--- src/rtl/multicycle_control.sv ---
// multicycle_control
//   Main control FSM for the multicycle MIPS datapath. It sequences
//   fetch / decode / execute / memory / writeback for lw, sw, R-type,
//   beq, addi and j, and drives every datapath mux select and enable.
//   Memory states use a ready handshake so the same controller works
//   with single-cycle SRAM or wait-stated memory.
//
// Parameters
//   MEM_WAIT_EN   1: FETCH/MEMRD/MEMWR hold until mem_ready=1.
//                 0: mem_ready is ignored and treated as 1.
//
// Ports
//   clk            system clock, rising edge
//   reset_n        asynchronous active-low reset
//   opcode[5:0]    instr[31:26] from IR, stable from DECODE onward
//   mem_ready      memory access completes this cycle
//   pc_write       unconditional PC load
//   pc_write_cond  PC load if ALU zero (beq)
//   iord           memory address select: 0=PC, 1=ALUOut
//   mem_read       memory read request
//   mem_write      memory write request
//   ir_write       IR load
//   mem_to_reg     register write data: 0=ALUOut, 1=MDR
//   reg_dst        write register: 0=rt, 1=rd
//   reg_write      register file write enable
//   alu_src_a      ALU A: 0=PC, 1=A register
//   alu_src_b[1:0] ALU B: 00=B, 01=4, 10=imm, 11=imm<<2
//   alu_op[1:0]    to alu_control: 00=add, 01=sub, 10=funct
//   pc_source[1:0] PC next: 00=ALU result, 01=ALUOut, 10=jump target
//   illegal_op     unrecognised opcode seen in DECODE
//   state[3:0]     current state encoding, for debug
module multicycle_control #(
  parameter int MEM_WAIT_EN = 1
) (
  input  logic       clk,
  input  logic       reset_n,
  input  logic [5:0] opcode,
  input  logic       mem_ready,
  output logic       pc_write,
  output logic       pc_write_cond,
  output logic       iord,
  output logic       mem_read,
  output logic       mem_write,
  output logic       ir_write,
  output logic       mem_to_reg,
  output logic       reg_dst,
  output logic       reg_write,
  output logic       alu_src_a,
  output logic [1:0] alu_src_b,
  output logic [1:0] alu_op,
  output logic [1:0] pc_source,
  output logic       illegal_op,
  output logic [3:0] state
);

  localparam logic [3:0] FETCH  = 4'd0;
  localparam logic [3:0] DECODE = 4'd1;
  localparam logic [3:0] MEMADR = 4'd2;
  localparam logic [3:0] MEMRD  = 4'd3;
  localparam logic [3:0] MEMWB  = 4'd4;
  localparam logic [3:0] MEMWR  = 4'd5;
  localparam logic [3:0] EXEC   = 4'd6;
  localparam logic [3:0] ALUWB  = 4'd7;
  localparam logic [3:0] BRANCH = 4'd8;
  localparam logic [3:0] ADDIEX = 4'd9;
  localparam logic [3:0] ADDIWB = 4'd10;
  localparam logic [3:0] JUMP   = 4'd11;

  localparam logic [5:0] OP_LW   = 6'b100011;
  localparam logic [5:0] OP_SW   = 6'b101011;
  localparam logic [5:0] OP_RTYP = 6'b000000;
  localparam logic [5:0] OP_BEQ  = 6'b000100;
  localparam logic [5:0] OP_ADDI = 6'b001000;
  localparam logic [5:0] OP_J    = 6'b000010;

  logic [3:0] state_q;
  logic [3:0] state_d;
  logic       ready;

  // With waits disabled the memory is assumed to finish every access in
  // one cycle, whatever mem_ready says.
  assign ready = (MEM_WAIT_EN != 0) ? mem_ready : 1'b1;

  always_ff @(posedge clk or negedge reset_n) begin
    if (!reset_n) begin
      state_q <= FETCH;
    end else begin
      state_q <= state_d;
    end
  end

  // The debug view reads FETCH while reset is held, even before the
  // first reset edge has settled the register.
  assign state = reset_n ? state_q : FETCH;

  // Next-state and Moore-style output decode. Everything is forced to 0
  // while reset_n is low so no enable (in particular reg_write,
  // mem_write, pc_write, ir_write) can leak out during reset.
  always_comb begin
    state_d       = FETCH;
    pc_write      = 1'b0;
    pc_write_cond = 1'b0;
    iord          = 1'b0;
    mem_read      = 1'b0;
    mem_write     = 1'b0;
    ir_write      = 1'b0;
    mem_to_reg    = 1'b0;
    reg_dst       = 1'b0;
    reg_write     = 1'b0;
    alu_src_a     = 1'b0;
    alu_src_b     = 2'b00;
    alu_op        = 2'b00;
    pc_source     = 2'b00;
    illegal_op    = 1'b0;

    if (reset_n) begin
      case (state_q)
        FETCH: begin
          mem_read  = 1'b1;
          alu_src_b = 2'b01;
          // IR and PC+4 are only committed on the cycle the read returns.
          ir_write  = ready;
          pc_write  = ready;
          state_d   = ready ? DECODE : FETCH;
        end
        DECODE: begin
          // Branch target is precomputed here into ALUOut.
          alu_src_b = 2'b11;
          case (opcode)
            OP_LW, OP_SW: state_d = MEMADR;
            OP_RTYP:      state_d = EXEC;
            OP_BEQ:       state_d = BRANCH;
            OP_ADDI:      state_d = ADDIEX;
            OP_J:         state_d = JUMP;
            default: begin
              state_d    = FETCH;
              illegal_op = 1'b1;
            end
          endcase
        end
        MEMADR: begin
          alu_src_a = 1'b1;
          alu_src_b = 2'b10;
          state_d   = (opcode == OP_LW) ? MEMRD : MEMWR;
        end
        MEMRD: begin
          mem_read = 1'b1;
          iord     = 1'b1;
          state_d  = ready ? MEMWB : MEMRD;
        end
        MEMWB: begin
          reg_write  = 1'b1;
          mem_to_reg = 1'b1;
          state_d    = FETCH;
        end
        MEMWR: begin
          mem_write = 1'b1;
          iord      = 1'b1;
          state_d   = ready ? FETCH : MEMWR;
        end
        EXEC: begin
          alu_src_a = 1'b1;
          alu_op    = 2'b10;
          state_d   = ALUWB;
        end
        ALUWB: begin
          reg_write = 1'b1;
          reg_dst   = 1'b1;
          state_d   = FETCH;
        end
        BRANCH: begin
          alu_src_a     = 1'b1;
          alu_op        = 2'b01;
          pc_write_cond = 1'b1;
          pc_source     = 2'b01;
          state_d       = FETCH;
        end
        ADDIEX: begin
          alu_src_a = 1'b1;
          alu_src_b = 2'b10;
          state_d   = ADDIWB;
        end
        ADDIWB: begin
          reg_write = 1'b1;
          state_d   = FETCH;
        end
        JUMP: begin
          pc_write  = 1'b1;
          pc_source = 2'b10;
          state_d   = FETCH;
        end
        // Unused codes 12-15 drive nothing and recover to FETCH.
        default: state_d = FETCH;
      endcase
    end
  end

endmodule
--- config.mk ---
export PLATFORM = sky130hd
export DESIGN_NAME = multicycle_control
export DESIGN_NICKNAME = d
export VERILOG_FILES = /design/src/rtl/multicycle_control.sv
export SDC_FILE = /design/constraint.sdc
export NUM_CORES = 1
export LEC_CHECK = 0
export CAP_MARGIN = 20
export CORE_UTILIZATION = 45
export CTS_BUF_LIST = sky130_fd_sc_hd__clkbuf_8
export DETAILED_ROUTE_END_ITERATION = 16
export PLACE_DENSITY = 0.87
export SYNTH_ARGS = -nofsm -noshare
export SYNTH_HDL_FRONTEND = slang
export SYNTH_SLANG_ARGS = --single-unit
--- constraint.sdc ---
create_clock -name clk -period 2.94 [get_ports clk]
set_input_delay 0.735 -clock clk [delete_from_list [all_inputs] [get_ports clk]]
set_output_delay 0.735 -clock clk [all_outputs]
set_load 0.05 [all_outputs]
==> impl_metrics.env <==
export IMPL_drc=0
export IMPL_startpoint_type="input port"
export IMPL_power_density_nw_per_um2=237.8
export IMPL_dieHeight_um=39.51
export IMPL_cp_slowest_cell="clkdlybuf4s50_1"
export IMPL_ant_nets=0
export IMPL_status="finished, violations left"
export IMPL_min_path_type="reg2reg"
export IMPL_r2r_slack_ps=1270
export IMPL_rows=13
export IMPL_nNetsFinal=127
export IMPL_syn_num_nets=93
export IMPL_cts_made_buffers=3
export IMPL_clk_latency_ps=220
export IMPL_power_leakage_nw=0.5305
export IMPL_place_congestion=0.8953
export IMPL_maxSlewViolCount=0
export IMPL_async_reset_ff_frac=1.000
export IMPL_cpPeakStageDelay_ps=560
export IMPL_multiInputGateArea_um2=503.0
export IMPL_synth_cells=84
export IMPL_yosys_warnings=0
export IMPL_fillerInstances=25
export IMPL_min_delay_start="state_q[3]"
export IMPL_hold_path_depth=1
export IMPL_max_cap_violations=0
export IMPL_synth_edff_count=0
export IMPL_ir_worst_vdd_mv=0.2580
export IMPL_grt_overflow_total=0
export IMPL_slew_headroom=0.6166
export IMPL_netlist_area_um2=633.1
export IMPL_critPathArrivalTime_ps=2280
export IMPL_setup_ws_ps=-79.55
export IMPL_cts_buffer_depth=2
export IMPL_hold_viol=0
export IMPL_layout_worst_path_cycle_share=1.027
export IMPL_worst_slew_pin_slew_ps=575.1
export IMPL_final_cell_mix="21 x buf_12, 11 x buf_4, 8 x clkdlybuf4s50_1, 6 x nor2_1, 6 x nand2_1"
export IMPL_regToRegStartpoint="state_q[1]"
export IMPL_ys_types=42
export IMPL_critPathKind="in2out"
export IMPL_fmax_mhz=331.2
export IMPL_endpoint_kind="primary output"
export IMPL_synth_seq_cells=4
export IMPL_firstDrtPassIters=4
export IMPL_fin_cells=131
export IMPL_core_area_um2=1301
export IMPL_wire_per_inst_um=25.60
export IMPL_skew_ps=8.014
export IMPL_wl_mm=3.354
export IMPL_drt_initial_drc_count=70
export IMPL_antenna_found_initial=0
export IMPL_synth_ff_type="dfrtp_1"
export IMPL_first_global_vias=933
export IMPL_whs_ps=687.1
export IMPL_dp_hpwl_mm=1.884
export IMPL_r2r_cells=5
export IMPL_grt_pass1_wl_mm=4.926
export IMPL_r2r_end="state_q[2]"
export IMPL_die_w_um=39.51
export IMPL_root_buffer="clkbuf_8"
export IMPL_synth_seq_area_share=0.1581
export IMPL_setup_viol=3
export IMPL_largest_reg_flops=4
export IMPL_track_usage=0.4994
export IMPL_grt_start_max_net_pins=18
export IMPL_die_area_um2=1561
export IMPL_clock_sinks=4
export IMPL_io_buffers=29
export IMPL_areaGrowthSynthToFinish_pct=98.02
export IMPL_path_cells="clkdlybuf4s50_1 -> buf_4 -> nand2_1 -> nor3_1 -> buf_12"
export IMPL_dpl_cell_count=128
export IMPL_viasPerCell=7.374
export IMPL_violations="setup timing"
export IMPL_max_flop_register="state_q"
export IMPL_layout_commonest_cell="buf_12"
export IMPL_drive_gt1_frac=0.4224
export IMPL_io_pin_count=30
export IMPL_top_regs="state_q (4)"
export IMPL_cts_tree="yes"
export IMPL_vias=966
export IMPL_diodes=0
export IMPL_seqCellArea_um2=100.1
export IMPL_rsz0062_at_grt="yes"
export IMPL_path_clk_slew_ps=40
export IMPL_worstHoldEndpoint="state_q[0]"
export IMPL_fin_crit_ps=3020
export IMPL_cp_max_fo=7
export IMPL_cts_max_level=1
export IMPL_cp_required_ps=2200
export IMPL_start_util=0.4865
export IMPL_synth_avg_cell_area_um2=7.537
## area by class of cell
cell class / instances / area share
multi-input cells: 67 / 0.4012
inverters: 2 / 0.005988
repair buffers: 40 / 0.4651
well taps: 15 / 0.01497
clock buffers: 3 / 0.03293
flip-flops and latches: 4 / 0.07984
## metrics by stage
step / worst slack, ps / util / power, mW / area (um^2) / setup TNS, ps
3_3_place_gp: 89.46 / 0.9202 / 0.1634 / 1197 / 0
5_1_grt: -118.9 / 0.9635 / 0.3051 / 1254 / -258.0
3_5_place_dp: -2.046 / 0.9202 / 0.1682 / 1197 / -2.046
2_1_floorplan: 19.36 / - / 0.1118 / 673.1 / 0
4_1_cts: 15.78 / 0.9587 / 0.2887 / 1247 / 0
6_report: -79.55 / 0.9635 / 0.2981 / 1254 / -206.9
## cells in the mapped netlist, types with 2 or more instances
library cell	instances	share of area
buf_4	2	0.024
and2_1	4	0.040
nand3_1	2	0.016
buf_2	5	0.040
dfrtp_1	4	0.16
nor2b_1	2	0.020
nand2b_1	2	0.020
o21ai_0	4	0.032
inv_1	2	0.012
a31oi_1	2	0.020
nor4_1	3	0.030
o22ai_1	2	0.020
nand2_1	6	0.036
a21oi_1	3	0.024
nor2_1	7	0.042
buf_6	3	0.053
xor2_1	2	0.028
nor3_1	5	0.040
## metal layers
layer / share of wire / routed length (um) / vias to the layer above / global-route usage
li1: - / - / 372 / -
met1: 0.32 / 1061 / 453 / 0.4467
met2: 0.49 / 1642 / 100 / 0.8443
met3: 0.12 / 409 / 41 / 0.2443
met4: 0.072 / 241 / 0 / 0.3793
met5: 0 / 0 / - / 0
## worst max-delay path: cells and delay by family
family,cells,cell delay (ps)
buf+inv,3,950
simple gates,2,590
## how the worst max path moves through the flow
stage | startpoint | cells past startpoint | end | slack, ps
after floorplan | reset_n | 4 | iord | 20
after global placement | opcode[1] | 5 | illegal_op | 90
after detailed placement | opcode[1] | 5 | illegal_op | -2
after CTS | opcode[5] | 5 | illegal_op | 20
after global routing | reset_n | 5 | mem_write | -120
final | reset_n | 5 | alu_op[1] | -80
## cells by family (layout without fill, tap and decap cells)
family | Yosys count | in the layout | share of synthesized area
and+or+nand+nor | 47 | 47 | 0.4882
xor gates and xnor gates | 2 | 2 | 0.02767
buffers and inverters | 13 | 45 | 0.1344
DFF | 4 | 4 | 0.1581
AOI/OAI and AO/OA | 18 | 18 | 0.1917
## report_power, final
| group | switching, mW | total [mW] | internal [mW] |
|---|---|---|---|
| logic | 0.0663 | 0.119 | 0.0523 |
| clock network | 0.0333 | 0.121 | 0.0877 |
| registers | 0.00178 | 0.0584 | 0.0566 |
| total | 0.101 | 0.298 | 0.197 |
## repair_timing
| item | 4_1_cts | 5_1_grt |
|---|---|---|
| endpoints found under the setup margin | 1 | 5 |
| buffers inserted | 0 | 0 |
| hold endpoints to repair | 0 | 0 |
| resized for setup | 1 | 3 |
| hold buffers | 0 | 0 |
Note: power is estimated with default switching activity, not from simulation.
